===== src/rtl/ram_pkg.sv =====
// Shared types and helpers for the 3-read/1-write RAM responder.
package ram_pkg;

  typedef enum logic {
    IDLE  = 1'b0,
    CLEAR = 1'b1
  } ram_state_t;

  localparam int unsigned MAX_READ_LATENCY = 3;

  function automatic logic addr_in_range(input int unsigned addr, input int unsigned depth);
    return addr < depth;
  endfunction

endpackage


===== src/rtl/ram_read_pipe.sv =====
// One read port: write-first forwarding mux followed by a READ_LATENCY-deep register chain.
module ram_read_pipe
  import ram_pkg::*;
#(
  parameter int unsigned WIDTH        = 32,
  parameter int unsigned AW           = 5,
  parameter int unsigned READ_LATENCY = 1
) (
  input  logic             clk,
  input  logic             rst,
  input  logic [AW-1:0]    raddr,
  input  logic [WIDTH-1:0] mem_rdata,
  input  logic             wa_en,
  input  logic [AW-1:0]    wa_addr,
  input  logic [WIDTH-1:0] wa_data,
  input  logic             wb_en,
  input  logic [AW-1:0]    wb_addr,
  input  logic [WIDTH-1:0] wb_data,
  output logic [WIDTH-1:0] rdata
);

  localparam int unsigned STAGES = (READ_LATENCY < 1) ? 1 :
                                   (READ_LATENCY > MAX_READ_LATENCY) ? MAX_READ_LATENCY :
                                   READ_LATENCY;

  logic [WIDTH-1:0] pipe_d [STAGES];
  logic [WIDTH-1:0] pipe_q [STAGES];

  // wa (debug write) outranks wb (sweep/port write) when both target raddr.
  always_comb begin
    if (wa_en && (wa_addr == raddr)) begin
      pipe_d[0] = wa_data;
    end else if (wb_en && (wb_addr == raddr)) begin
      pipe_d[0] = wb_data;
    end else begin
      pipe_d[0] = mem_rdata;
    end
    for (int unsigned i = 1; i < STAGES; i++) begin
      pipe_d[i] = pipe_q[i-1];
    end
  end

  always_ff @(posedge clk) begin
    for (int unsigned i = 0; i < STAGES; i++) begin
      if (rst) begin
        pipe_q[i] <= '0;
      end else begin
        pipe_q[i] <= pipe_d[i];
      end
    end
  end

  assign rdata = pipe_q[STAGES-1];

endmodule


===== src/rtl/ram_3r1w_responder.sv =====
// Memory-side responder: 3 read ports, 1 write port, debug access, collision flag and clear sweep.
module ram_3r1w_responder
  import ram_pkg::*;
#(
  parameter int unsigned DEPTH        = 32,
  parameter int unsigned WIDTH        = 32,
  parameter int unsigned AW           = $clog2(DEPTH),
  parameter int unsigned READ_LATENCY = 1
) (
  input  logic             clk,
  input  logic             rst,
  input  logic [AW-1:0]    raddr_0,
  input  logic [AW-1:0]    raddr_1,
  input  logic [AW-1:0]    raddr_2,
  output logic [WIDTH-1:0] rdata_0,
  output logic [WIDTH-1:0] rdata_1,
  output logic [WIDTH-1:0] rdata_2,
  input  logic [AW-1:0]    waddr_0,
  input  logic [WIDTH-1:0] wdata_0,
  input  logic             wen_0,
  input  logic [AW-1:0]    debug_addr,
  output logic [WIDTH-1:0] debug_data,
  input  logic [AW-1:0]    debug_write_addr,
  input  logic [WIDTH-1:0] debug_write_data,
  input  logic             debug_write_en,
  input  logic             clear_req,
  output logic             clear_busy,
  output logic             wr_collision
);

  logic [WIDTH-1:0] mem_q [DEPTH];

  ram_state_t       state_q, state_d;
  logic [AW-1:0]    ptr_q, ptr_d;
  logic             collision_q, collision_d;

  logic             dbg_we;
  logic             sweep_we;
  logic             port_ok;
  logic             port_drop;
  logic             port_we;
  logic             wb_en;
  logic [AW-1:0]    wb_addr;
  logic [WIDTH-1:0] wb_data;

  logic [AW-1:0]    raddr_v  [3];
  logic [WIDTH-1:0] mem_rd_v [3];
  logic [WIDTH-1:0] rdata_v  [3];

  // Write arbitration: debug > sweep > port. Debug and a lower-priority write may
  // both land on one edge when they target different addresses.
  always_comb begin
    dbg_we    = debug_write_en && addr_in_range(32'(debug_write_addr), DEPTH);
    sweep_we  = (state_q == CLEAR) && !rst &&
                !(dbg_we && (debug_write_addr == ptr_q));
    port_ok   = wen_0 && addr_in_range(32'(waddr_0), DEPTH);
    port_drop = port_ok &&
                ((dbg_we && (debug_write_addr == waddr_0)) || (state_q == CLEAR));
    port_we   = port_ok && !port_drop;
    wb_en     = sweep_we || port_we;
    wb_addr   = sweep_we ? ptr_q : waddr_0;
    wb_data   = sweep_we ? '0 : wdata_0;
  end

  always_comb begin
    state_d     = state_q;
    ptr_d       = ptr_q;
    collision_d = collision_q || port_drop;
    case (state_q)
      IDLE: begin
        if (clear_req) begin
          state_d = CLEAR;
          ptr_d   = '0;
        end
      end
      CLEAR: begin
        if (ptr_q == AW'(DEPTH - 1)) begin
          state_d = IDLE;
          ptr_d   = '0;
        end else begin
          ptr_d = ptr_q + 1'b1;
        end
      end
      default: state_d = IDLE;
    endcase
  end

  always_ff @(posedge clk) begin
    if (rst) begin
      state_q     <= IDLE;
      ptr_q       <= '0;
      collision_q <= 1'b0;
    end else begin
      state_q     <= state_d;
      ptr_q       <= ptr_d;
      collision_q <= collision_d;
    end
  end

  // Array is never reset; the debug write is issued last so it wins any overlap.
  always_ff @(posedge clk) begin
    if (wb_en) begin
      mem_q[wb_addr] <= wb_data;
    end
    if (dbg_we) begin
      mem_q[debug_write_addr] <= debug_write_data;
    end
  end

  always_comb begin
    raddr_v[0] = raddr_0;
    raddr_v[1] = raddr_1;
    raddr_v[2] = raddr_2;
    for (int unsigned k = 0; k < 3; k++) begin
      mem_rd_v[k] = addr_in_range(32'(raddr_v[k]), DEPTH) ? mem_q[raddr_v[k]] : '0;
    end
    debug_data = addr_in_range(32'(debug_addr), DEPTH) ? mem_q[debug_addr] : '0;
  end

  for (genvar g = 0; g < 3; g++) begin : g_rd
    ram_read_pipe #(
      .WIDTH        (WIDTH),
      .AW           (AW),
      .READ_LATENCY (READ_LATENCY)
    ) u_pipe (
      .clk       (clk),
      .rst       (rst),
      .raddr     (raddr_v[g]),
      .mem_rdata (mem_rd_v[g]),
      .wa_en     (dbg_we),
      .wa_addr   (debug_write_addr),
      .wa_data   (debug_write_data),
      .wb_en     (wb_en),
      .wb_addr   (wb_addr),
      .wb_data   (wb_data),
      .rdata     (rdata_v[g])
    );
  end

  assign rdata_0      = rdata_v[0];
  assign rdata_1      = rdata_v[1];
  assign rdata_2      = rdata_v[2];
  assign clear_busy   = (state_q == CLEAR);
  assign wr_collision = collision_q;

endmodule


===== config.mk =====
export PLATFORM = sky130hd
export DESIGN_NAME = ram_3r1w_responder
export DESIGN_NICKNAME = d
export VERILOG_FILES = /design/src/rtl/ram_pkg.sv /design/src/rtl/ram_read_pipe.sv /design/src/rtl/ram_3r1w_responder.sv
export SDC_FILE = /design/constraint.sdc
export NUM_CORES = 2
export LEC_CHECK = 0
export BUFFER_PORTS_ARGS = -buffer_cell sky130_fd_sc_hd__buf_2
export CAP_MARGIN = 20
export CORE_MARGIN = 1
export CORE_UTILIZATION = 30
export CTS_CLUSTER_DIAMETER = 30
export CTS_CLUSTER_SIZE = 20
export DETAILED_ROUTE_END_ITERATION = 16
export GPL_TIMING_DRIVEN = 0
export PLACE_DENSITY_LB_ADDON = 0.25
export SYNTH_ARGS = -nofsm -noshare
export SYNTH_HDL_FRONTEND = slang
export SYNTH_HIERARCHICAL = 1
export SYNTH_SLANG_ARGS = --single-unit

===== constraint.sdc =====
create_clock -name clk -period 12.8 [get_ports clk]
set_input_delay 3.84 -clock clk [delete_from_list [all_inputs] [get_ports clk]]
set_output_delay 3.84 -clock clk [all_outputs]
set_load 0.01 [all_outputs]

==> run metrics <==
maximum buffer depth of the clock tree=4; critical path arrival=7.49 ns; DRC viols=0; first-pass GRT wire length=roughly 600000 µm; antenna-violating nets left=0; routed vias/inst=~6.4; htree depth=5; number of global-route vias before repair=between 70000 and 80000; Yosys top cell by area=edfxtp_1; CTS clk-pin slew, worst paths=roughly 0.04 ns; DP Area=~90000 µm²; clk_lat worst skew=roughly 0.95 ns; Initial Utilization=30.2%; Worst-Margin Slew=between 1 and 1.5 ns; site row count=approximately 190; crit start category=primary input; total CTS buffers=332; # IOs=between 200 and 250; share of post-route cells with drive strength above 1=between 30% and 40%; initial antenna violation count=58; Area contributors post-synth=edfxtp_1 38%, mux4_2 28%, o21ai_0 7.2%, nand2_1 5.4%, mux2_2 3.5%; setup TNS=0 ns; maximum capacitance violations=0; VDD IR max=between 0.1 and 0.15 mV; Hold Worst Slack=around 0.45 ns; Synth Instances=a little under 7000; setup ws final=about 1.5 ns; Routed WL per cell=~40 µm; Area growth, synth to finish=23.9%; FF+latch area=~33000 µm²; DR pass1 iterations=8; Power Dens Cells=between 100 and 150 nW/µm²; GRT Total Usage=between 30% and 40%; Crit. End Element=output port; Core Area=271000 µm²; Final nets=~7700; final hold violation count=0; clock sink count=approximately 1100; flops & latches, synth=1127; Synth Flop Type=edfxtp_1; Avg Synthesized Cell Area=between 10 and 15 µm²; outcome=complete, no violations; Clock Skews=0.0717 ns; post-synth top area share=approximately 38%; die area=between 200000 and 300000 µm²; Synth Cell Area=between 80000 and 90000 µm²; count of cell types in the netlist=58; Die Y=525 µm; TritonCTS clock tree=yes; EDFF count, synth=approximately 1000; HPWL Detailed=370000 µm; via count=between 70000 and 80000; die width=approximately 520 µm; final slew viol count=0; Crit Path Class=primary input to output port; leakage=about 0.033 µW; Worst slew margin=around 13%; asr flop ratio synth=0%; DRT Wirelength=~460000 µm; post-route cell area=roughly 100000 µm²; RSZ-0062 raised after global routing=false; most frequent cell after synthesis=o21ai_0; multi-input combinational cell area=between 40000 and 50000 µm²; min cycle time layout=between 10 and 15 ns; Setup Fix Bufs, Post-CTS=0; CTS Hold Bufs=0; Core Util, Final=between 30% and 40%; number of fill cells=between 20000 and 30000; Routability Congestion=1.09; syn nets=7010; YS warnings=6; Final Setup Violations=0; Post-Place Setup Slack=~1.7 ns; top cells by count, synth=1185 x o21ai_0, 1177 x nand2_1, 1024 x edfxtp_1, 1024 x mux4_2, 529 x clkbuf_1; largest net degree at the start of global routing=24; DRT iter0 DRCs=11561; Max Clk Rate=between 80 and 90 MHz; critical path fanouts, max=10; IO buf count=222; Post-CTS Resized=0; WP data required=between 8 and 9 ns; Hold WC Path Type=flop to flop; Root Buffer=clkbuf_16; post-synthesis sequential area ratio=about two fifths; total gr overflow=0; Tcrit/Tclk final=about 90%
kinds of logic after synthesis:
family | Yosys count | share of synthesized area, %
AO/OA/AOI/OAI | 1761 | 11.7
buffers and inverters | 911 | 5.08
multiplexers | 1539 | 34.8
flip-flops | 1127 | 40.1
adder cells (fa/ha/maj) | 2 | 0.0305
AND/OR/NAND/NOR | 1529 | 7.80
XOR/XNOR | 40 | 0.437
cells in the final DEF (no fill, tap or decap), types with 60 or more instances in the layout:
| cell type | instances |
|---|---|
| o21ai_0 | 1182 |
| buf_1 | 86 |
| nand4_1 | 104 |
| nor2_1 | 158 |
| buf_2 | 362 |
| clkbuf_16 | 341 |
| buf_6 | 63 |
| clkbuf_1 | 566 |
| diode_2 | 60 |
| mux4_2 | 1024 |
| a21oi_1 | 133 |
| clkinv_2 | 62 |
| a31oi_1 | 97 |
| nand2_1 | 1177 |
| mux2_2 | 258 |
| mux2i_1 | 257 |
| a211oi_1 | 129 |
| o21ai_1 | 73 |
| o31ai_1 | 96 |
| edfxtp_1 | 1024 |
| dfxtp_1 | 103 |
worst paths after layout:
path         cells after the start                      endpoint  slack, ns     startpoint
max                             10                debug_data[27]       1.47  debug_addr[1]
min                              2                  wr_collision       0.45   wr_collision
max reg2reg                     11  g_rd[2].u_pipe/pipe_q[0][13]       7.57       ptr_q[1]
min reg2reg                      2                  wr_collision       0.45   wr_collision
layout make-up:
type	count	area share, %
diodes	60	0.148
multi-input cells	4871	44.7
flip-flops and latches	1127	32.3
clock inverters	213	2.65
clock buffers	396	8.67
inverters	41	0.152
well taps	3570	4.40
repair buffers	336	2.96
plain buffers	870	3.97
per-layer routing:
metal / vias up / share of wire [%] / GRT usage [%]
met1: 37657 / 35 / 39.9
met2: 6082 / 42 / 47.1
met5: - / 0.011 / 0
met3: 1367 / 12 / 9.66
li1: 28718 / - / -
met4: 8 / 10 / 29.0
sequential cells by signal, summed over array words and instances, names as in the netlist:
name	count
ptr_q	5
clear_busy	1
wr_collision	1
mem_q	1024
g_rd.u_pipe/pipe_q	96
power breakdown:
part           internal (µW)  switching [µW]  leakage (µW)  total [µW]
registers               4150            54.7        0.0102        4210
clock network           5930            2640       0.00561        8570
logic                    765            1550        0.0170        2310
total                  10800            4240        0.0328       15100
worst max-delay path, stage by stage:
cell	delay, ns
buf_2	0.12
clkbuf_1	0.36
buf_8	0.26
buf_2	0.96
mux4_2	0.63
mux2i_1	0.49
nor2_1	0.11
a211oi_1	0.30
a21oi_1	0.14
buf_2	0.22
stage by stage:
step	std cells	power (µW)
finish	11484	15100
floorplan	6909	5430
detailed placement	10798	6470
global placement	10701	6410
global route	11462	15300
CTS	11407	15000
(Power assumes the default switching activity.)
